==> src/rtl/ram_char_pkg.sv <==
// Shared constants and clear-sequencer state encoding for the character buffer RAM.
package ram_char_pkg;
   localparam int RDW_OLD = 0;
   localparam int RDW_NEW = 1;

   typedef enum logic {
      ST_IDLE  = 1'b0,
      ST_CLEAR = 1'b1
   } clr_state_e;
endpackage

==> src/rtl/ram_char_clr_seq.sv <==
// Clear sweep sequencer: owns the RAM write port, muxing user writes with the fill sweep.
module ram_char_clr_seq
   import ram_char_pkg::*;
#(
   parameter int                    DATA_WIDTH  = 8,
   parameter int                    ADDR_WIDTH  = 8,
   parameter logic [DATA_WIDTH-1:0] CLEAR_VALUE = '0
) (
   input  logic                  clk,
   input  logic                  rst,
   input  logic                  clr,
   input  logic                  we,
   input  logic [ADDR_WIDTH-1:0] waddr,
   input  logic [DATA_WIDTH-1:0] wdata,
   output logic                  clr_busy,
   output logic                  clr_done,
   output logic                  mem_we,
   output logic [ADDR_WIDTH-1:0] mem_waddr,
   output logic [DATA_WIDTH-1:0] mem_wdata
);
   localparam logic [ADDR_WIDTH-1:0] LAST = '1;

   clr_state_e            state, state_nx;
   logic [ADDR_WIDTH-1:0] cnt, cnt_nx;
   logic                  done_nx;

   always_ff @(posedge clk or posedge rst) begin
      if (rst) begin
         state    <= ST_IDLE;
         cnt      <= '0;
         clr_done <= 1'b0;
      end else begin
         state    <= state_nx;
         cnt      <= cnt_nx;
         clr_done <= done_nx;
      end
   end

   always_comb begin
      state_nx  = state;
      cnt_nx    = cnt;
      done_nx   = 1'b0;
      mem_we    = we;
      mem_waddr = waddr;
      mem_wdata = wdata;
      case (state)
         ST_IDLE: begin
            if (clr) begin
               state_nx = ST_CLEAR;
               cnt_nx   = '0;
            end
         end
         ST_CLEAR: begin
            // sweep owns the port; user writes and clr re-pulses are dropped
            mem_we    = 1'b1;
            mem_waddr = cnt;
            mem_wdata = CLEAR_VALUE;
            cnt_nx    = cnt + 1'b1;
            if (cnt == LAST) begin
               state_nx = ST_IDLE;
               done_nx  = 1'b1;
            end
         end
         default: state_nx = ST_IDLE;
      endcase
   end

   assign clr_busy = (state == ST_CLEAR);
endmodule

==> src/rtl/ram_char_dp.sv <==
// Character buffer RAM: one write port (shared with clear sweep), registered read port.
module ram_char_dp
   import ram_char_pkg::*;
#(
   parameter int                    DATA_WIDTH    = 8,
   parameter int                    ADDR_WIDTH    = 8,
   parameter string                 RAM_INIT_FILE = "",
   parameter int                    OUT_REG       = 0,
   parameter int                    RDW_MODE      = 0,
   parameter logic [DATA_WIDTH-1:0] CLEAR_VALUE   = '0
) (
   input  logic                  clk,
   input  logic                  rst,
   input  logic                  we,
   input  logic [ADDR_WIDTH-1:0] waddr,
   input  logic [DATA_WIDTH-1:0] wdata,
   input  logic                  re,
   input  logic [ADDR_WIDTH-1:0] raddr,
   output logic [DATA_WIDTH-1:0] rdata,
   output logic                  rvalid,
   input  logic                  clr,
   output logic                  clr_busy,
   output logic                  clr_done
);
   localparam int DEPTH  = 2 ** ADDR_WIDTH;
   localparam int STAGES = (OUT_REG != 0) ? 1 : 0;

   logic [DATA_WIDTH-1:0] mem [DEPTH];
   logic                  mem_we;
   logic [ADDR_WIDTH-1:0] mem_waddr;
   logic [DATA_WIDTH-1:0] mem_wdata;
   logic [DATA_WIDTH-1:0] rd_q;
   logic [STAGES:0]       vld_pipe;
   logic                  rdw_hit;

   ram_char_clr_seq #(
      .DATA_WIDTH (DATA_WIDTH),
      .ADDR_WIDTH (ADDR_WIDTH),
      .CLEAR_VALUE(CLEAR_VALUE)
   ) u_clr_seq (
      .clk      (clk),
      .rst      (rst),
      .clr      (clr),
      .we       (we),
      .waddr    (waddr),
      .wdata    (wdata),
      .clr_busy (clr_busy),
      .clr_done (clr_done),
      .mem_we   (mem_we),
      .mem_waddr(mem_waddr),
      .mem_wdata(mem_wdata)
   );

   // array has no reset: contents survive rst
   always_ff @(posedge clk) begin
      if (mem_we) mem[mem_waddr] <= mem_wdata;
   end

   assign rdw_hit = (RDW_MODE == RDW_NEW) && mem_we && (mem_waddr == raddr);

   always_ff @(posedge clk or posedge rst) begin
      if (rst) begin
         rd_q <= '0;
      end else if (re) begin
         rd_q <= rdw_hit ? mem_wdata : mem[raddr];
      end
   end

   // vld_pipe[0] marks rd_q freshly loaded; vld_pipe[STAGES] is the output strobe
   always_ff @(posedge clk or posedge rst) begin
      if (rst) begin
         vld_pipe <= '0;
      end else begin
         vld_pipe[0] <= re;
         for (int i = 1; i <= STAGES; i++) vld_pipe[i] <= vld_pipe[i-1];
      end
   end

   generate
      if (OUT_REG != 0) begin : g_oreg
         logic [DATA_WIDTH-1:0] oreg;
         always_ff @(posedge clk or posedge rst) begin
            if (rst)              oreg <= '0;
            else if (vld_pipe[0]) oreg <= rd_q;
         end
         assign rdata = oreg;
      end else begin : g_noreg
         assign rdata = rd_q;
      end
   endgenerate

   assign rvalid = vld_pipe[STAGES];
endmodule

==> config.mk <==
export PLATFORM = sky130hd
export DESIGN_NAME = ram_char_dp
export DESIGN_NICKNAME = d
export VERILOG_FILES = /design/src/rtl/ram_char_pkg.sv /design/src/rtl/ram_char_clr_seq.sv /design/src/rtl/ram_char_dp.sv
export SDC_FILE = /design/constraint.sdc
export NUM_CORES = 2
export LEC_CHECK = 0
export BUFFER_PORTS_ARGS = -buffer_cell sky130_fd_sc_hd__buf_2
export CORE_AREA = 2 2 453 455
export CTS_CLUSTER_DIAMETER = 150
export DETAILED_ROUTE_END_ITERATION = 12
export DIE_AREA = 0 0 455 457
export PLACE_DENSITY_LB_ADDON = 0.05
export SYNTH_ARGS = -nofsm -noshare
export SYNTH_HDL_FRONTEND = slang
export SYNTH_HIERARCHICAL = 1
export SYNTH_SLANG_ARGS = --single-unit
==> constraint.sdc <==
create_clock -name clk -period 9.4 [get_ports clk]
set_input_delay 1.41 -clock clk [delete_from_list [all_inputs] [get_ports clk]]
set_output_delay 1.41 -clock clk [all_outputs]
set_load 0.05 [all_outputs]
After elaboration in Yosys (flattened, before gate mapping)
Memories as Yosys holds them, arrays and structs flattened. A register that Yosys moved wholly into a read port is not among the register bits. Cells that the tools add are included.

Shift operators: 0. Multipliers: 0. Add/subtract/negate cells: 1. Mux-type cells: 12. Reduce and logical (&&, ||, !) cells: 0. Eq/ne operators: 2. Divide/modulo/power cells: 0. Bitwise logic cells: 1. $lt $le $gt $ge: 0.

Operator list (number): 2-to-1 mux 8 bit (3); one-hot mux 8 bit (2 select lines) (1); adder 8 x 1 -> 8 bit (second input constant) (1); == test 8 bit (second input constant) (1); 2-to-1 mux 1 bit (7); inequality test 2 bit (second input constant) (1); one-hot mux 1 bit (2 select lines) (1); NOT 1 bit (1).

Bits in registers: 11. Memories kept: 1. Bits in writable memories: 2048. Word-level logic and storage cells: 21. Input port bits: 29. Bits in latches: 0. ROM bits: 0. Output and inout bits: 11.

Memories: mem (depth 256, width 8, read ports 1, clocked after Yosys merged registers in 1, wr ports 1, RTL line ram_char_dp.sv:28) `logic [DATA_WIDTH-1:0] mem [DEPTH];`.

Logic depth before layout (Yosys ltp)
Word-level depth: 3. Mapped depth: 13. Gate-level depth less buffers: 7.

Hierarchy
The synthesis kept the hierarchy.

By module, submodules not included: ram_char_dp (sequential area each 61724.2 µm², area each 80234.5 µm², instances 1, cells an instance 3934); ram_char_clr_seq (sequential area each 250.2 µm², area each 629.4 µm², instances 1, cells an instance 60).

Worst setup path before layout
OpenSTA, ideal clock, no wires.

Path kind: input port to flip-flop. From: in wdata[0]. To: mem mem[0][0] (data pin). Slack: 0.390 ns. Setup time: 1.455 ns. Stages on the path: 1. Path buffers: 0. Data required time: 7.945 ns. Arrival: 7.555 ns. Path through: nor2b_1.

Longest elaborated chain between the ends: 1.

RTL lines: start, declared (RTL line ram_char_dp.sv:16) `input logic [DATA_WIDTH-1:0] wdata,`; 2-to-1 mux 8 bit (RTL line ram_char_clr_seq.sv:46) `case (state)`; end, declared (RTL line ram_char_dp.sv:28).

No other way between the ends.

==> impl_metrics.toml <==
[status]
outcome = "finished, violations left"
failed_checks = "max-slew violations"

[clocking]
clock_latency_ps = 860
cts-hold-fix-buffers = 0
cts-resized-gates = 0
cts_num_sinks = 2067
postCtsSetupBuffers = 0
cts_root_buffer = "clkbuf_16"
clk_transition_reported_paths_ps = 60
cts_made_buffers = 220
cts_tree = "done"
cts_max_path_buffers = 3
level_count_of_the_clock_h_tree = 4

[global_routing]
antenna_violations_before_repair = 4
grt_overflow = 0
grtUsageTotal = 0.231
grt_max_degree = 201
first_global_vias = 41000
grt_first_pass_wirelength_mm = 335

[sta]
max_freq_ghz = 0.217
worst-slew-pin-transition_ps = 1610
setup-tns-final_ps = 0
layout_worst_path_cycle_share = 0.491
finalCriticalPeriod_ps = 4620
finalSetupViolCount = 0
hold_viol = 0
rsz_0062_raised_after_global_routing = "false"
slew_headroom = -0.0731
number_of_pins_with_negative_max_slew_slack_in_the_final_report = 96
final.setup.worst_slack_ps = 4780
finalClockSkew_ps = 38.9

[routing]
drt_first_pass_iters = 8
vias = 40400
ant_nets = 0
drc = 0
avgViaCountPerCell = 5.78
initialDrtViolationCount = 4227
wirelength_mm = 240
avgRoutedWirePerCell_um = 34.3

[pwr]
cellLeakagePower_nw = 29.0
max-vdd-ir-drop_v = 0.000191
power_density_nw_per_um2 = 224

[synthesis]
synth.top_cells.by_area = "edfxtp_1 (76%), mux4_2 (9.6%), mux2i_1 (3.7%), nor2_1 (1.3%), mux4_1 (0.94%)"
ys.flop_type = "edfxtp_1"
syn-instance-count = 3994
yosys_warnings = 6
number_of_synthesized_flops_with_an_enable_pin = 2048
netlist_top_cells_count = "edfxtp_1 (2048), mux4_2 (346), mux2i_1 (297)"
register_bit_total_from_synthesis = 2067
async_reset_ff_frac = 0.00919
mappedNetlistArea_um2 = 80900
synth.lib_cells_used.distinct = 62
syn-num-nets = 4024
synth.avg_cell_area_um2 = 20.2
synth_largest_type_area_fraction = 0.761
synth.yosys.seq_area_share = 0.766
synthMostInstantiatedCell = "edfxtp_1"
netlist.top_cell.by_area = "edfxtp_1"

[flow_run]
max_cap_violations = 0

[placed_design]
buffer_ports.inserted = 39
place_congestion = 0.835
dp_slack_ps = 3710
placedCellCount = 6585
dpl_cell_area_um2 = 83800
dp_wirelength_mm = 146

[setup_path]
path_cells = "buf_8, buf_4, buf_4, mux4_2, nand2_1, nand2_1, a2111oi_0, buf_4, a2111oi_0, or3b_1, o211ai_1"
worst_path_most_repeated_cell = "buf_4"
cp.arrival_ps = 5320
cp-end-kind = "register"
critPathSlowestCell = "a2111oi_0"
worst-path-max-fanout = 64
setup.worst_path.start_class = "input pin"
crit_required_ps = 10110
crit_type = "in2reg"
critical_path.max_stage_delay_ps = 640

[floorplan]
overall_die_area_um2 = 208000
rows = 166
initial_core_util = 0.398
die_h_um = 457
core_region_area_um2 = 203000
io_pins = 40
die_w_um = 455

[cells_and_area]
final_core_utilization = 0.445
layout-area-overhead-vs-synth_pct = 12.0
finalNetCount = 4149
post_route_cells_drive_above_1_share = 0.191
final-instance-count-excl-fill = 6986
final_design_area_no_fill_um2 = 90600

[hold_path]
hold_path.class = "reg2reg"
## state kept, by name, indices dropped and copies added, names as in the netlist
name and cells:
u_clr_seq/clr_done 1, u_clr_seq/clr_busy 1, rvalid 1, mem 2048, u_clr_seq/cnt 8, rdata 8
## logic make-up after synthesis
| group | Yosys count | share of synthesized area |
|---|---|---|
| DFF | 2067 | 0.766 |
| muxes | 682 | 0.144 |
| and+or+nand+nor | 546 | 0.0297 |
| AOI/OAI and AO/OA | 446 | 0.0381 |
| buffers and inverters | 251 | 0.0216 |
| xor gates and xnor gates | 1 | 0.000108 |
| adders and majority gates | 1 | 0.000155 |
## worst max-delay path, delay by kind of cell
family	cells	cell delay [ps]
AO/OA/AOI/OAI	3	900
AND/OR/NAND/NOR	3	670
multiplexers	1	540
buffers and inverters	4	1690
## layer usage
layer | up-vias | routed length, µm | global-route usage
met5 | - | 0 | 0
met4 | 0 | 5520 | 0.0576
met3 | 290 | 11400 | 0.0312
met2 | 1126 | 115000 | 0.365
met1 | 22100 | 108000 | 0.337
li1 | 16900 | - | -
## final timing paths
kind / slack (ps) / depth (start not counted) / from / end
max: 4780 / 11 / raddr[0] / rdata[6]
min: 510 / 2 / rdata[3] / rdata[3]
max reg2reg: 4810 / 6 / u_clr_seq/clr_busy / mem[113][2]
min reg2reg: 510 / 2 / rdata[3] / rdata[3]
max in group asynchronous: 8460 / 2 / rst / rdata[0]
min in group asynchronous: 580 / 2 / rst / u_clr_seq/cnt[0]
## metrics by stage
stage,hold WS [ps],power [mW]
5_1_grt,531,20.8
3_3_place_gp,490,12.2
2_1_floorplan,483,11.4
3_5_place_dp,497,12.2
4_1_cts,511,20.5
6_report,511,20.3
## placed cells by master, fill, tap and decap left out, types with 11 or more instances in the layout
cell	netlist	final
nand4_1	20	20
a21oi_1	48	48
mux2i_1	297	297
nor3_1	24	23
nand2_1	98	97
clkbuf_16	0	226
a22oi_1	79	79
nor2_1	290	288
clkinv_2	0	36
dfrtp_1	19	19
buf_12	10	12
o21ai_0	38	38
mux4_1	29	29
edfxtp_1	2048	2048
nor2b_1	20	11
mux4_2	346	346
buf_4	12	97
clkbuf_1	103	57
buf_2	46	35
a31oi_1	12	12
o221ai_1	49	49
a211oi_1	56	56
nand3_1	44	44
clkinv_1	0	51
o22ai_1	117	117
## cell type report
cell class	count	area (µm²)
fill	17400	113000
sequential	2067	62000
multi-input combinational	1676	17300
clock buffer	288	5940
tap	2688	3360
timing repair buffer	147	1180
clock inverter	108	793
inverter	7	28.8
antenna	5	12.5
## report_power, final
part / internal, mW / switching [mW] / total, mW
logic: 0.416 / 1.26 / 1.68
clock network: 4.68 / 3.58 / 8.26
registers: 10.3 / 0.0732 / 10.3
total: 15.4 / 4.91 / 20.3
No activity file was read; power rests on OpenSTA's default activity.
